--- config.mk ---
export PLATFORM = sky130hd
export DESIGN_NAME = qdiv_seq
export DESIGN_NICKNAME = d
export VERILOG_FILES = /design/src/rtl/qdiv_seq_pkg.sv /design/src/rtl/qdiv_seq_qfmt_conv.sv /design/src/rtl/qdiv_seq.sv
export SDC_FILE = /design/constraint.sdc
export NUM_CORES = 1
export LEC_CHECK = 0
export CORE_AREA = 2 2 113 115
export DETAILED_ROUTE_END_ITERATION = 16
export DIE_AREA = 0 0 115 117
export MAX_ROUTING_LAYER = met4
export PLACE_DENSITY = 0.85
export RECOVER_POWER = 50
export SLEW_MARGIN = 20
export SYNTH_ARGS = -nofsm -noshare
export SYNTH_HDL_FRONTEND = slang
export SYNTH_SLANG_ARGS = --single-unit
--- constraint.sdc ---
create_clock -name i_clk -period 3.11 [get_ports i_clk]
set_input_delay 0.933 -clock i_clk [delete_from_list [all_inputs] [get_ports i_clk]]
set_output_delay 0.933 -clock i_clk [all_outputs]
set_load 0.005 [all_outputs]
--- src/rtl/qdiv_seq_pkg.sv ---
// Shared definitions for the divider operand sequencer: FSM states,
// default fixed-point format and the sign-magnitude saturation limits.
package qdiv_pkg;

  localparam int Q_DEF = 15;
  localparam int N_DEF = 32;

  typedef enum logic [2:0] {
    S_IDLE      = 3'd0,
    S_LAUNCH    = 3'd1,
    S_WAIT_BUSY = 3'd2,
    S_WAIT_DONE = 3'd3,
    S_OUT       = 3'd4
  } state_e;

  // Largest magnitude a sign-magnitude word can hold, and its negation in
  // two's complement (the saturation limits at the default width).
  localparam logic [N_DEF-1:0] SM_MAX  = {1'b0, {(N_DEF-1){1'b1}}};
  localparam logic [N_DEF-1:0] SAT_NEG = {1'b1, {(N_DEF-2){1'b0}}, 1'b1};

endpackage

--- src/rtl/qdiv_seq_qfmt_conv.sv ---
// Combinational two's-complement <-> sign-magnitude converter; direction
// chosen by TO_SM. clamp_o flags the unrepresentable most-negative input.
module qfmt_conv #(
  parameter int N     = 32,
  parameter bit TO_SM = 1'b1
) (
  input  logic [N-1:0] x_i,
  output logic [N-1:0] y_o,
  output logic         clamp_o
);

  localparam logic [N-1:0] MIN_TC  = {1'b1, {(N-1){1'b0}}};
  localparam logic [N-1:0] NEG_MAX = {N{1'b1}};

  logic [N-1:0] neg_x;
  logic [N-1:0] mag;
  logic [N-1:0] neg_mag;

  assign neg_x   = -x_i;
  assign mag     = {1'b0, x_i[N-2:0]};
  assign neg_mag = -mag;

  always_comb begin
    y_o     = '0;
    clamp_o = 1'b0;
    if (TO_SM) begin
      // -2^(N-1) has no magnitude encoding: clamp to the largest negative one.
      if (x_i == MIN_TC) begin
        y_o     = NEG_MAX;
        clamp_o = 1'b1;
      end else if (x_i[N-1]) begin
        y_o = {1'b1, neg_x[N-2:0]};
      end else begin
        y_o = x_i;
      end
    end else begin
      // A signed zero magnitude negates to zero, so no negative zero survives.
      y_o = x_i[N-1] ? neg_mag : mag;
    end
  end

endmodule

--- src/rtl/qdiv_seq.sv ---
// Operand sequencer/result collector for the sign-magnitude fixed-point divider.
// Optional build macro QDIV_SAT_EN saturates the quotient on overflow/div-by-zero.
module qdiv_seq
  import qdiv_pkg::*;
#(
  parameter int Q = Q_DEF,
  parameter int N = N_DEF
) (
  input  logic         i_clk,
  input  logic         rst_n,
  input  logic         i_in_valid,
  output logic         o_in_ready,
  input  logic [N-1:0] i_dividend,
  input  logic [N-1:0] i_divisor,
  output logic [N-1:0] o_div_dividend,
  output logic [N-1:0] o_div_divisor,
  output logic         o_div_start,
  input  logic [N-1:0] i_div_quotient,
  input  logic         i_div_complete,
  input  logic         i_div_overflow,
  output logic         o_out_valid,
  input  logic         i_out_ready,
  output logic [N-1:0] o_quotient,
  output logic         o_ovf,
  output logic         o_dz
);

  if (Q < 0 || Q >= N - 1) begin : g_bad_q
    $error("qdiv_seq: Q must lie in [0, N-2]");
  end

  state_e       state_q;
  logic [N-1:0] dvd_sm_q;
  logic [N-1:0] dvs_sm_q;
  logic [N-1:0] quo_q;
  logic         clamp_q;
  logic         ovf_q;
  logic         dz_q;

  logic [N-1:0] dvd_sm;
  logic [N-1:0] dvs_sm;
  logic [N-1:0] res_tc;
  logic         dvd_clamp;
  logic         dvs_clamp;
  logic         res_clamp;
  logic         dvs_zero;
  logic [N-1:0] quo_d;
  logic [N-1:0] dz_quo_d;

  qfmt_conv #(.N(N), .TO_SM(1'b1)) u_conv_dvd (
    .x_i     (i_dividend),
    .y_o     (dvd_sm),
    .clamp_o (dvd_clamp)
  );

  qfmt_conv #(.N(N), .TO_SM(1'b1)) u_conv_dvs (
    .x_i     (i_divisor),
    .y_o     (dvs_sm),
    .clamp_o (dvs_clamp)
  );

  qfmt_conv #(.N(N), .TO_SM(1'b0)) u_conv_res (
    .x_i     (i_div_quotient),
    .y_o     (res_tc),
    .clamp_o (res_clamp)
  );

  // Only zero has a zero magnitude; the clamped minimum is non-zero.
  assign dvs_zero = (i_divisor == '0);

`ifdef QDIV_SAT_EN
  localparam logic [N-1:0] SAT_POS_N = {1'b0, {(N-1){1'b1}}};
  localparam logic [N-1:0] SAT_NEG_N = {1'b1, {(N-2){1'b0}}, 1'b1};

  function automatic logic [N-1:0] sat_val(input logic neg);
    return neg ? SAT_NEG_N : SAT_POS_N;
  endfunction

  logic res_sign;
  assign res_sign = dvd_sm_q[N-1] ^ dvs_sm_q[N-1];

  assign quo_d    = (i_div_overflow | res_clamp | clamp_q) ? sat_val(res_sign) : res_tc;
  assign dz_quo_d = sat_val(i_dividend[N-1] ^ i_divisor[N-1]);
`else
  assign quo_d    = res_tc;
  assign dz_quo_d = '0;
`endif

  always_ff @(posedge i_clk) begin
    if (!rst_n) begin
      state_q  <= S_IDLE;
      dvd_sm_q <= '0;
      dvs_sm_q <= '0;
      quo_q    <= '0;
      clamp_q  <= 1'b0;
      ovf_q    <= 1'b0;
      dz_q     <= 1'b0;
    end else begin
      case (state_q)
        S_IDLE: begin
          if (i_in_valid) begin
            dvd_sm_q <= dvd_sm;
            dvs_sm_q <= dvs_sm;
            clamp_q  <= dvd_clamp | dvs_clamp;
            ovf_q    <= 1'b0;
            if (dvs_zero) begin
              dz_q    <= 1'b1;
              quo_q   <= dz_quo_d;
              state_q <= S_OUT;
            end else begin
              dz_q    <= 1'b0;
              state_q <= S_LAUNCH;
            end
          end
        end
        S_LAUNCH: begin
          if (i_div_complete) state_q <= S_WAIT_BUSY;
        end
        // The done flag seen before start is stale; wait for it to drop first.
        S_WAIT_BUSY: begin
          if (!i_div_complete) state_q <= S_WAIT_DONE;
        end
        S_WAIT_DONE: begin
          if (i_div_complete) begin
            quo_q   <= quo_d;
            ovf_q   <= i_div_overflow | res_clamp;
            state_q <= S_OUT;
          end
        end
        S_OUT: begin
          if (i_out_ready) state_q <= S_IDLE;
        end
        default: state_q <= S_IDLE;
      endcase
    end
  end

  // Start fires only in a LAUNCH cycle where the divider reports idle.
  assign o_div_start    = (state_q == S_LAUNCH) & i_div_complete;
  assign o_in_ready     = (state_q == S_IDLE);
  assign o_out_valid    = (state_q == S_OUT);
  assign o_div_dividend = dvd_sm_q;
  assign o_div_divisor  = dvs_sm_q;
  assign o_quotient     = quo_q;
  assign o_ovf          = ovf_q | clamp_q;
  assign o_dz           = dz_q;

endmodule

After elaboration in Yosys (flattened, before gate mapping). Cells that the tools add are included.

Input bits: 102. Register bits after elaboration: 102.

Equality and inequality tests: 12. Reductions and logical operators: 7. Bitwise gates (word level): 3. Multiplexer cells: 22. Add/sub/neg operators: 3.

Operators by type and width (number): two-way mux 32 bit (8); equality test 32 bit, second input constant (2); one-hot mux 32 bit (2 select lines) (1); negator 31 bit (2); logical NOT 32 bit (1); negator 31 -> 32 bit (1); two-way mux 3 bit (6); one-hot mux 3 bit (5 select lines) (1); inequality test 2 bit, second input constant (4); equality test 3 x 2 -> 1 bit, second input constant (2); two-way mux 1 bit (5); AND reduction 5 bit (1); inequality test 2 x 1 -> 1 bit, second input constant (2); AND reduction 4 bit (1); equality test 3 x 1 -> 1 bit, second input constant (1); equality test 3 bit, second input constant (1); logical NOT 3 bit (1); AND reduction 3 bit (1); OR 1 bit (2); one-hot mux 1 bit (2 select lines) (1); AND reduction 2 bit (1); nonzero test 2 bit (1); bitwise AND 1 bit (1).

Logic depth before layout (Yosys ltp). Gate-level depths: netlist of the first run.

Depth in word-level cells: 4. Depth in mapped cells: 8. Gate-level depth less buffers: 7.

Modules after synthesis. Synthesis of the first run repeated with hierarchy kept, for this count alone.

Cell total of the unflattened synthesis: 891. Area total of the unflattened synthesis: 6645.1 um^2.

By module, submodules not included: qdiv_seq (cells each 472, area each 3897.5 um^2, instances 1, sequential area each 2042.0 um^2); qfmt_conv (u_conv_dvd ...) (cells each 159, area each 992.2 um^2, instances 2, sequential area each 0.0 um^2); qfmt_conv (u_conv_res) (cells each 101, area each 763.2 um^2, instances 1, sequential area each 0.0 um^2).

Worst setup path before layout of the first run. OpenSTA, ideal clock, no wires.

Kind: input-to-reg. From: input i_div_quotient[22]. To: register quo_q[30] (netlist: o_quotient[30]). Stages on the path: 6. Arrival time: 2.620 ns. Setup slack: 0.373 ns. Required time: 2.993 ns. Library setup time: 0.117 ns. Cell sequence: or4_4 > or4_4 > buf_6 > o41ai_2 > xnor2_1 > a22o_1.

Cells in the longest elaborated chain, start to end: 4.

Ends and longest elaborated chain: start: declaration (line qdiv_seq.sv:18) `input logic [N-1:0] i_div_quotient,`; negator 31 -> 32 bit (line qdiv_seq_qfmt_conv.sv:21) `assign neg_mag = -mag;`; two-way mux 32 bit (line qdiv_seq_qfmt_conv.sv:38) `y_o = x_i[N-1] ? neg_mag : mag;`; two-way mux 32 bit (line qdiv_seq.sv:124) `if (i_div_complete) begin`; one-hot mux 32 bit (2 select lines) (line qdiv_seq.sv:99) `case (state_q)`; end signal: assignment (line qdiv_seq.sv:108) `quo_q <= dz_quo_d;`; end signal: assignment (line qdiv_seq.sv:125) `quo_q <= quo_d;`; end: declaration (line qdiv_seq.sv:35) `logic [N-1:0] quo_q;`.

Every way passes these cells. The select of a mux whose other input is x is not followed. A chain may end at the register's enable or synchronous reset.

Worst setup path after layout of the first run.
From: input i_divisor[20]. To: register quo_q[23] (netlist: o_quotient[23]).

Cells in the longest elaborated chain, start to end: 3.

Ends and longest elaborated chain: start: declaration (line qdiv_seq.sv:14) `input logic [N-1:0] i_divisor,`; logical NOT 32 bit (line qdiv_seq.sv:69) `assign dvs_zero = (i_divisor == '0);`; inequality test 2 x 1 -> 1 bit (no source line); AND reduction 4 bit (no source line).

Every way passes these cells.

==> metrics.md, run 1 <==
| Metric | Value |
|---|---|
| Avg Inst Size Synth | `8.62 um2` |
| Initial Util | `43.8%` |
| Core Region | `approximately 0.012 mm2` |
| Syn. warnings | `0` |
| Fin. Hold Viols | `0` |
| Clk root buf | `clkbuf_16` |
| Worst-margin pin slew | `between 500 and 600 ps` |
| Flop pwr share | `42.0%` |
| Reg2reg path depth | `5` |
| Initial DRT Pass Iterations | `5` |
| DR vias | `5749` |
| Leading area contributor after synthesis | `dfxtp_1` |
| CTS Buf Count | `9` |
| DIE WIDTH | `approximately 120 um` |
| WL/cell | `between 15 and 20 um` |
| Synth top area cells | `dfxtp_1 (38%), xor2_1 (10%), o21ai_0 (7.6%)` |
| Share of layout cells above drive strength 1 | `12.2%` |
| Crit path DAT | `roughly 3100 ps` |
| Multi-input logic area | `0.00315 mm2` |
| Leakage power | `0.00336 uW` |
| Layout area overhead | `54.2%` |
| Synth cell types | `47` |
| Tmin final | `2900 ps` |
| Post-route insts no fill | `1020` |
| Syn Std Cell Area | `about 0.0054 mm2` |
| CP Launch Type | `input pin` |
| Register area share after synthesis | `37.8%` |
| Yosys top cell area share | `37.8%` |
| Data required, critical path | `roughly 3300 ps` |
| FF+latch area | `0.00204 mm2` |
| Critical-path cell list | `clkdlybuf4s50_1, nor4_1, nand4_1, nor4_2, nor3b_2, buf_12, a22o_1` |
| Pre-CTS setup slack | `-120 ps` |
| Synthesized netlist cell count | `626` |
| Nets | `971` |
| CP max FO | `16` |
| Num rows | `41` |
| Dpl cells | `around 1000` |
| Vias per cell | `between 5 and 6` |
| Comb power frac | `24.4%` |
| Worst vdd rail ir drop | `0.356 mV` |
| Post-CTS Setup Bufs | `0` |
| Hpwl dp | `between 10 and 15 mm` |
| Cts hold-fix bufs | `0` |
| Die Y | `117 um` |
| CP peak stage delay | `460 ps` |
| Antenna violations before repair | `0` |
| Clock latency on the worst-skew pair | `350 ps` |
| Clk slew on worst S/H paths | `60 ps` |
| Initial DRC Count | `530` |
| CTS sink cnt | `~100` |
| CTS Buffer Depth | `2` |
| First-pass GRT wire length | `26.5 mm` |
| PnR worst setup slack | `roughly 210 ps` |
| Total GRT Usage | `between 20% and 30%` |
| Fillers | `between 900 and 1000` |
| Syn Nets | `between 700 and 800` |
| CTS tree | `built` |
| Final Cell Area | `0.00832 mm2` |
| Die area | `around 0.013 mm2` |
| Max frequency | `345 MHz` |
| Net Sw Power | `944 uW` |
| CP max stage cell | `nor4_1` |
| Pint | `about 2600 uW` |
| Critical path type | `input pin to flop` |
| Worst Hold Class | `flop to flop` |
| Sum Neg Setup Slack | `0 ps` |
| RSZ-0062 raised after global routing | `no` |
| Total grt overflow | `0` |
| Worst setup EP type | `flop` |
| Status | `complete, no violations` |
| Routed wire length | `about 17 mm` |
| Switching Share | `26.9%` |
| Remaining DRCs | `0` |
| Worst Clk Skew | `5.13 ps` |
| R2r setup slk | `1050 ps` |
| P per Cell Area | `421 mW/mm2` |
| Largest net degree at the start of global routing | `66` |
| I/O Pins | `203` |
| Max-slew headroom | `61.7%` |
| #FFs+latches synth | `102` |
| Hold path depth | `1` |
| Final setup violation count | `0` |
| Slew Limit Fails | `0` |
| Clock share of power | `33.6%` |
| CTS H-tree depth | `3` |
| Post-DRT Antenna Nets | `0` |
| Placer Congestion | `around 0.9` |
| Fin crit share | `93.3%` |
| Max_cap viols | `0` |
| IO Port Bufs | `202` |
| Number of global-route vias before repair | `~5400` |
| Dpl cell area | `0.00802 mm2` |
| N_diodes | `0` |
## metrics by stage
step	utilization, %	hold slack, ps	total power (uW)
CTS	67.6	466	3580
global placement	65.1	444	2380
floorplan	-	436	1840
detailed placement	65.1	450	2390
global route	67.6	474	3670
finish	67.6	456	3500
## path summary, 6_finish.rpt
| check | from | to |
|---|---|---|
| worst max register to register | state_q[1] | o_div_dividend[29] |
| worst max-delay path | i_divisor[20] | o_quotient[23] |
| worst min-delay path | o_quotient[4] | o_quotient[4] |
| worst min register to register | o_quotient[4] | o_quotient[4] |
## cells by family after synthesis
| kind of cell | Yosys count | share of synthesized area [%] |
|---|---|---|
| AOI/OAI and AO/OA | 239 | 28.5 |
| and+or+nand+nor | 141 | 14.4 |
| DFF | 102 | 37.8 |
| xor gates and xnor gates | 85 | 13.8 |
| buffers and inverters | 52 | 4.01 |
| muxes | 4 | 0.742 |
| adders and majority gates | 3 | 0.696 |
## placed cells by master (no fill, tap or decap), types with 7 or more instances in the layout
cell type / n
o41ai_1: 14
nand3_1: 7
o31ai_1: 28
clkbuf_16: 9
dfxtp_1: 102
o21ai_0: 82
nor2_1: 18
xor2_1: 64
buf_4: 62
dlygate4sd3_1: 99
o2bb2ai_1: 11
nand2_1: 42
nor3_1: 12
nor4_1: 8
or3_1: 9
a21oi_1: 60
xnor2_1: 21
nand2b_1: 7
inv_1: 11
clkdlybuf4s50_1: 101
a22o_1: 17
## flip-flops by register name (all words and copies together), names as in the netlist
signal,count
o_div_dividend,32
state_q,3
o_quotient,32
ovf_q,1
clamp_q,1
o_dz,1
o_div_divisor,32
## Yosys cell counts, drive strengths merged
| cell | n |
|---|---|
| or2 | 6 |
| o211ai | 2 |
| clkbuf | 33 |
| nor2b | 3 |
| buf | 8 |
| and2 | 2 |
| ha | 3 |
| o2bb2ai | 11 |
| or4 | 8 |
| nand2b | 7 |
| nand2 | 42 |
| dfxtp | 102 |
| a21oi | 61 |
| a31o | 1 |
| nor3 | 12 |
| a31oi | 2 |
| nor4b | 2 |
| nand3b | 4 |
| a21bo | 1 |
| xnor2 | 21 |
| or4b | 1 |
| o41ai | 19 |
| nor4 | 13 |
| inv | 11 |
| o21ai | 85 |
| xor2 | 64 |
| nor2 | 18 |
| nor3b | 3 |
| o31ai | 28 |
| a32o | 1 |
| o21a | 2 |
| a21boi | 6 |
| o41a | 2 |
| a22o | 17 |
| nand3 | 7 |
| o31a | 1 |
| or3 | 9 |
| mux2i | 4 |
| nand4b | 1 |
| nand4 | 3 |
## layout make-up
| class | instances | area share, % |
|---|---|---|
| clock inverters | 3 | 0.511 |
| well taps | 150 | 2.26 |
| inverters | 11 | 0.496 |
| multi-input cells | 472 | 37.9 |
| flip-flops and latches | 102 | 24.5 |
| repair buffers | 270 | 31.1 |
| clock buffers | 12 | 3.20 |
## critical path: cells and delay by family
kind	cells	cell delay, ps
AO/OA/AOI/OAI	1	230
buffers and inverters	2	600
AND/OR/NAND/NOR	4	1360
## power groups by stage
stage	sequential, uW	combinational (uW)	clock (uW)
final	1470	853	1180
after global routing	1490	929	1250
after CTS	1480	896	1200
after detailed placement	1500	888	0
after global placement	1500	875	0
after floorplan	1500	336	0
## routing by layer
metal  wire length, um  GRT usage (%)  part of all wire, %  vias to the layer above
li1                  -              -                    -                     2794
met4               419           9.24                  2.5                        0
met5                 0              -                    0                        -
met1              7120           31.3                   43                     2680
met2              8060           42.0                   48                      237
met3              1090           4.27                  6.5                       38
## timing repair
item,in CTS,in global routing
endpoints found under the hold margin,0,0
resized for setup,0,1
setup endpoints to repair,0,1
Note: power is estimated with default switching activity, not from simulation.
==> inputs of run 2 (changes only) <==
--- a/config.mk
+++ b/config.mk
@@ -6,12 +6,12 @@
 export NUM_CORES = 1
 export LEC_CHECK = 0
 export CORE_AREA = 2 2 113 115
+export CTS_CLUSTER_DIAMETER = 40
 export DETAILED_ROUTE_END_ITERATION = 16
 export DIE_AREA = 0 0 115 117
 export MAX_ROUTING_LAYER = met4
 export PLACE_DENSITY = 0.85
 export RECOVER_POWER = 50
-export SLEW_MARGIN = 20
 export SYNTH_ARGS = -nofsm -noshare
 export SYNTH_HDL_FRONTEND = slang
 export SYNTH_SLANG_ARGS = --single-unit
==> results of run 2 <==
No change in the layout: final DEF, timing and power equal those of run 1.
